File: src/rtl/ramarb_pkg.sv
// Shared types for the two-master RAM arbiter: data-phase owner encoding,
// AHB transfer-type and transfer-size constants.
package ramarb_pkg;

  typedef enum logic [1:0] {
    OWN_NONE = 2'd0,
    OWN_M0   = 2'd1,
    OWN_M1   = 2'd2
  } owner_e;

  localparam logic [1:0] HTRANS_IDLE   = 2'b00;
  localparam logic [1:0] HTRANS_BUSY   = 2'b01;
  localparam logic [1:0] HTRANS_NONSEQ = 2'b10;
  localparam logic [1:0] HTRANS_SEQ    = 2'b11;

  localparam logic [2:0] HSIZE_BYTE = 3'd0;
  localparam logic [2:0] HSIZE_HALF = 3'd1;
  localparam logic [2:0] HSIZE_WORD = 3'd2;

  // Only NONSEQ and SEQ carry a transfer; IDLE and BUSY are ignored.
  function automatic logic is_request(input logic [1:0] htrans);
    return (htrans == HTRANS_NONSEQ) || (htrans == HTRANS_SEQ);
  endfunction

endpackage

File: src/rtl/ramarb_hold.sv
// Per-master hold register: parks an address phase that lost arbitration and
// presents either the parked or the live request to the grant logic.
module ramarb_hold
  import ramarb_pkg::*;
#(
  parameter int AWIDTH = 8
) (
  input  logic              HCLK_I,
  input  logic              HRESET_I,
  input  logic              live_req,
  input  logic [AWIDTH-1:0] live_addr,
  input  logic [2:0]        live_size,
  input  logic              live_write,
  input  logic              grant,
  output logic              pend,
  output logic              cand,
  output logic [AWIDTH-1:0] req_addr,
  output logic [2:0]        req_size,
  output logic              req_write
);

  logic [AWIDTH-1:0] hold_addr;
  logic [2:0]        hold_size;
  logic              hold_write;

  always_ff @(posedge HCLK_I or posedge HRESET_I) begin
    if (HRESET_I) begin
      pend       <= 1'b0;
      hold_addr  <= '0;
      hold_size  <= HSIZE_BYTE;
      hold_write <= 1'b0;
    end else if (grant) begin
      pend <= 1'b0;
    end else if (live_req && !pend) begin
      pend       <= 1'b1;
      hold_addr  <= live_addr;
      hold_size  <= live_size;
      hold_write <= live_write;
    end
  end

  // A parked request always wins over the master's live inputs.
  assign cand      = pend | live_req;
  assign req_addr  = pend ? hold_addr  : live_addr;
  assign req_size  = pend ? hold_size  : live_size;
  assign req_write = pend ? hold_write : live_write;

endmodule

File: src/rtl/ahb_ram_arbiter.sv
// Two-master AHB-lite arbiter in front of a single-ported RAM. Fixed priority
// M1 > M0 by default; define RAMARB_RR_EN for round-robin on contention.
module ahb_ram_arbiter
  import ramarb_pkg::*;
#(
  parameter int AWIDTH = 8
) (
  input  logic              HCLK_I,
  input  logic              HRESET_I,
  input  logic [1:0]        M0_HTRANS_I,
  input  logic [AWIDTH-1:0] M0_HADDR_I,
  input  logic [2:0]        M0_HSIZE_I,
  input  logic              M0_HWRITE_I,
  input  logic [31:0]       M0_HWDATA_I,
  output logic [31:0]       M0_HRDATA_O,
  output logic              M0_HREADY_O,
  output logic              M0_HRESP_O,
  input  logic [1:0]        M1_HTRANS_I,
  input  logic [AWIDTH-1:0] M1_HADDR_I,
  input  logic [2:0]        M1_HSIZE_I,
  input  logic              M1_HWRITE_I,
  input  logic [31:0]       M1_HWDATA_I,
  output logic [31:0]       M1_HRDATA_O,
  output logic              M1_HREADY_O,
  output logic              M1_HRESP_O,
  output logic              S_HSEL_O,
  output logic              S_HREADY_O,
  output logic [AWIDTH-1:0] S_HADDR_O,
  output logic [2:0]        S_HSIZE_O,
  output logic              S_HWRITE_O,
  output logic [31:0]       S_HWDATA_O,
  input  logic [31:0]       S_HRDATA_I,
  input  logic              S_HREADY_I,
  input  logic              S_HRESP_I,
  output logic [1:0]        DBG_DP_OWNER_O
);

  // Handshake: an address phase is taken from master x when Mx_HTRANS_I is
  // NONSEQ/SEQ and Mx_HREADY_O is high on the same rising edge; the RAM takes
  // an address when S_HSEL_O & S_HREADY_O, and ends a data phase on S_HREADY_I.
  owner_e dp_owner;
`ifdef RAMARB_RR_EN
  owner_e rr_last;
`endif

  logic              slave_free;
  logic              live0, live1;
  logic              pend0, pend1;
  logic              cand0, cand1;
  logic              gnt0, gnt1;
  logic [AWIDTH-1:0] addr0, addr1;
  logic [2:0]        size0, size1;
  logic              write0, write1;

  assign slave_free = (dp_owner == OWN_NONE) | S_HREADY_I;

  assign M0_HREADY_O = (!pend0 && dp_owner != OWN_M0) || (dp_owner == OWN_M0 && S_HREADY_I);
  assign M1_HREADY_O = (!pend1 && dp_owner != OWN_M1) || (dp_owner == OWN_M1 && S_HREADY_I);

  assign live0 = M0_HREADY_O & is_request(M0_HTRANS_I);
  assign live1 = M1_HREADY_O & is_request(M1_HTRANS_I);

  ramarb_hold #(.AWIDTH(AWIDTH)) u_hold0 (
    .HCLK_I, .HRESET_I,
    .live_req(live0), .live_addr(M0_HADDR_I), .live_size(M0_HSIZE_I), .live_write(M0_HWRITE_I),
    .grant(gnt0), .pend(pend0), .cand(cand0),
    .req_addr(addr0), .req_size(size0), .req_write(write0)
  );

  ramarb_hold #(.AWIDTH(AWIDTH)) u_hold1 (
    .HCLK_I, .HRESET_I,
    .live_req(live1), .live_addr(M1_HADDR_I), .live_size(M1_HSIZE_I), .live_write(M1_HWRITE_I),
    .grant(gnt1), .pend(pend1), .cand(cand1),
    .req_addr(addr1), .req_size(size1), .req_write(write1)
  );

  // Grants only while the RAM can accept an address; nothing issues during reset.
  always_comb begin
    gnt0 = 1'b0;
    gnt1 = 1'b0;
    if (slave_free && !HRESET_I) begin
      if (cand0 && cand1) begin
`ifdef RAMARB_RR_EN
        if (rr_last == OWN_M1) gnt0 = 1'b1;
        else                   gnt1 = 1'b1;
`else
        gnt1 = 1'b1;
`endif
      end else begin
        gnt0 = cand0;
        gnt1 = cand1;
      end
    end
  end

  always_ff @(posedge HCLK_I or posedge HRESET_I) begin
    if (HRESET_I) begin
      dp_owner <= OWN_NONE;
`ifdef RAMARB_RR_EN
      rr_last  <= OWN_M1;
`endif
    end else begin
      if (slave_free) dp_owner <= gnt1 ? OWN_M1 : (gnt0 ? OWN_M0 : OWN_NONE);
`ifdef RAMARB_RR_EN
      if (slave_free && cand0 && cand1) rr_last <= gnt0 ? OWN_M0 : OWN_M1;
`endif
    end
  end

  assign S_HSEL_O   = gnt0 | gnt1;
  assign S_HREADY_O = slave_free;
  assign S_HADDR_O  = gnt1 ? addr1  : addr0;
  assign S_HSIZE_O  = gnt1 ? size1  : size0;
  assign S_HWRITE_O = gnt1 ? write1 : write0;

  always_comb begin
    case (dp_owner)
      OWN_M0:  S_HWDATA_O = M0_HWDATA_I;
      OWN_M1:  S_HWDATA_O = M1_HWDATA_I;
      default: S_HWDATA_O = 32'd0;
    endcase
  end

  assign M0_HRDATA_O    = S_HRDATA_I;
  assign M1_HRDATA_O    = S_HRDATA_I;
  assign M0_HRESP_O     = (dp_owner == OWN_M0) & S_HRESP_I;
  assign M1_HRESP_O     = (dp_owner == OWN_M1) & S_HRESP_I;
  assign DBG_DP_OWNER_O = dp_owner;

endmodule

File: config.mk
export PLATFORM = sky130hd
export DESIGN_NAME = ahb_ram_arbiter
export DESIGN_NICKNAME = d
export VERILOG_FILES = /design/src/rtl/ramarb_pkg.sv /design/src/rtl/ramarb_hold.sv /design/src/rtl/ahb_ram_arbiter.sv
export SDC_FILE = /design/constraint.sdc
export NUM_CORES = 1
export LEC_CHECK = 0
export CORE_ASPECT_RATIO = 1.75
export CORE_MARGIN = 4
export CORE_UTILIZATION = 34
export DETAILED_ROUTE_END_ITERATION = 10
export PLACE_DENSITY_LB_ADDON = 0.1
export SYNTH_ARGS = -nofsm -noshare
export SYNTH_HDL_FRONTEND = slang
export SYNTH_SLANG_ARGS = --single-unit
File: constraint.sdc
create_clock -name HCLK_I -period 3.4 [get_ports HCLK_I]
set_input_delay 0.68 -clock HCLK_I [delete_from_list [all_inputs] [get_ports HCLK_I]]
set_output_delay 0.68 -clock HCLK_I [all_outputs]
set_load 0.01 [all_outputs]
==> run metrics <==
status completed; PortBufs 145; Worst-path clk slew 0.06 ns; worst-path fanout max 4; Cell variety after synth 28; Die ar. 0.00922 mm²; drt total wl 8190 µm; critical-path cell list clkdlybuf4s50_1, buf_4, a21oi_1, nor3_1, or2_2, clkdlybuf4s50_1; most common cell after layout, fill and taps aside clkdlybuf4s50_1; Final Power around 1.9 mW; Hold-fix buffers, CTS 0; Die Y 124 µm; Post-Syn Instances around 270; Yosys warnings 0; Max-slew headroom 42.8%; CP Launch Type input pin; Post-CTS Setup Bufs 0; Slew Limit Fails 0; htree depth 1; Ports 244; Cell Area, Synth 0.00262 mm²; CP arrival 2.43 ns; area grow syn2layout 44.3%; initial antenna violation count 0; crit path max-delay cell type clkdlybuf4s50_1; Critical Path End Type output port; via count 2,166; Seq/Total Area, Yosys 26.8%; largest net degree at the start of global routing 36; Nets 480; Crit path largest cell delay 0.50 ns; GR Util All Layers 17.3%; post-CTS resize count 0; Clock Path Buffers 2; Rows between 40 and 50; # diodes 0; Pwr Density 505 mW/mm²; synthesized net count around 400; Req. time, crit path roughly 2.7 ns; vias in the first global route 2,352; DPL Wire Length 6480 µm; pre-CTS WS 0.261 ns; share of layout cells above drive strength 1 11.5%; Design Area, Final 0.00378 mm²; TNS Setup 0 ns; Die X-Extent 74.3 µm; Fin. Hold Viols 0; placer congestion estimate ~0.78; slew of the pin with the lowest slew margin ~0.86 ns; DRT antenna net count 0; VDD IR max 405 µV; CTS tree done; Final period util 91.5%; CTS Sinks 28; 1st-iter DRT viols 62; GR Overflow Total 0; Root Buffer clkbuf_16; most used cells in the layout excluding fill and tap cells clkdlybuf4s50_1, mux2i_1, nor2b_1, a22oi_1, dfrtp_1; Crit Path Class in -> out; max_cap viols 0; Initial Util a little over a third; Syn Area/Cell 9.62 µm²; via/cell ratio between 4 and 5; Fill cells 718; flops & latches, synth 28; Core Box Area 0.00751 mm²; Hold Path Class reg -> reg; final setup fails 0; Final Util about half; drt wl/cell between 15 and 20 µm; Worst Clk Skew 0.00363 ns; Cell Area, Placed 0.00370 mm²; crit path time final 3.11 ns; Fmax around 320 MHz; unrepaired setup endpoints after global routing no; first-pass iteration count of the detailed router 4; # DRC 0; most used cell along the critical path clkdlybuf4s50_1; Worst-Skew Late Latency 0.26 ns; worst setup margin 0.289 ns; first-pass GRT wire length 12,100 µm; cell leakage power 1.54 nW; CTS buffer count 3
worst max-delay path, delay by kind of cell:
kind	cells	cell delay (ns)
buffers and inverters	3	1.07
and+or+nand+nor	2	0.42
AOI/OAI and AO/OA	1	0.26
cells in the mapped netlist:
master    count  area [µm²]
a2111o_1      1        11.3
a21boi_0      1        7.51
a21o_1        1        7.51
a21oi_1       5        25.0
a22oi_1      32         240
and2_1        2        12.5
buf_1         1        3.75
buf_2         2        10.0
buf_4        67         503
buf_6         1        11.3
clkbuf_1     11        41.3
dfrtp_1      28         701
ha_1          3        37.5
inv_1         7        26.3
mux2_2       14         158
mux2_4       10         150
mux2i_1      36         360
nand2_1       1        3.75
nand2b_1      2        12.5
nand2b_4      1        13.8
nor2_1        6        22.5
nor2b_1      34         213
nor3_1        1        5.00
nor3_2        1        10.0
o211ai_2      1        12.5
o22ai_1       1        6.26
or2_2         1        6.26
or3_1         1        6.26
final cells by class:
cell class / count / area, µm² / share of cell area [%]
Clock buffer: 3 / 75.1 / 1.99
Inverter: 7 / 26.3 / 0.696
Multi-Input combinational cell: 155 / 1320 / 35.0
Sequential cell: 28 / 701 / 18.5
Tap cell: 88 / 110 / 2.91
Timing Repair Buffer: 154 / 1540 / 40.9
layer usage:
layer	GRT usage [%]	routed length [µm]	vias up
li1	-	-	1027
met1	16.7	2680	987
met2	29.7	3910	124
met3	11.0	1410	28
met4	5.79	188	0
met5	0	0	-
per-stage QoR:
| step | instances | hold WS, ns |
|---|---|---|
| 2_1_floorplan | 272 | 0.479 |
| 3_3_place_gp | 432 | 0.486 |
| 3_5_place_dp | 432 | 0.495 |
| 4_1_cts | 435 | 0.511 |
| 5_1_grt | 435 | 0.520 |
| 6_report | 435 | 0.507 |
report_power, final:
part / total, mW / switching [mW] / internal, mW / leakage [nW]
registers: 0.538 / 0.0691 / 0.469 / 0.332
clock network: 0.260 / 0.105 / 0.156 / 0.0370
logic: 1.11 / 0.442 / 0.667 / 1.18
cells by family after synthesis:
| kind of cell | share of synthesized area (%) |
|---|---|
| buffers and inverters | 22.8 |
| multiplexers | 25.5 |
| AND/OR/NAND/NOR | 11.7 |
| AO/OA/AOI/OAI | 11.9 |
| flip-flops | 26.8 |
| adder cells (fa/ha/maj) | 1.43 |
registers in the layout (all words and copies together) (netlist names):
register            flops
u_hold0.hold_write      1
u_hold0.pend            1
u_hold1.hold_addr       8
u_hold1.hold_size       3
u_hold0.hold_size       3
u_hold1.hold_write      1
u_hold0.hold_addr       8
DBG_DP_OWNER_O          2
u_hold1.pend            1
path summary, 6_finish.rpt:
check | slack [ns] | depth (start not counted) | endpoint | from
min reg2reg | 0.51 | 1 | u_hold1.hold_addr[3] | u_hold1.hold_addr[3]
min in group asynchronous | 1.04 | 2 | u_hold0.hold_addr[2] | HRESET_I
max reg2reg | 0.85 | 8 | u_hold0.hold_size[1] | DBG_DP_OWNER_O[0]
max in group asynchronous | 1.73 | 3 | u_hold1.pend | HRESET_I
max | 0.29 | 6 | S_HSEL_O | S_HREADY_I
min | 0.51 | 1 | u_hold1.hold_addr[3] | u_hold1.hold_addr[3]
Power figures use the tool's default switching activity.
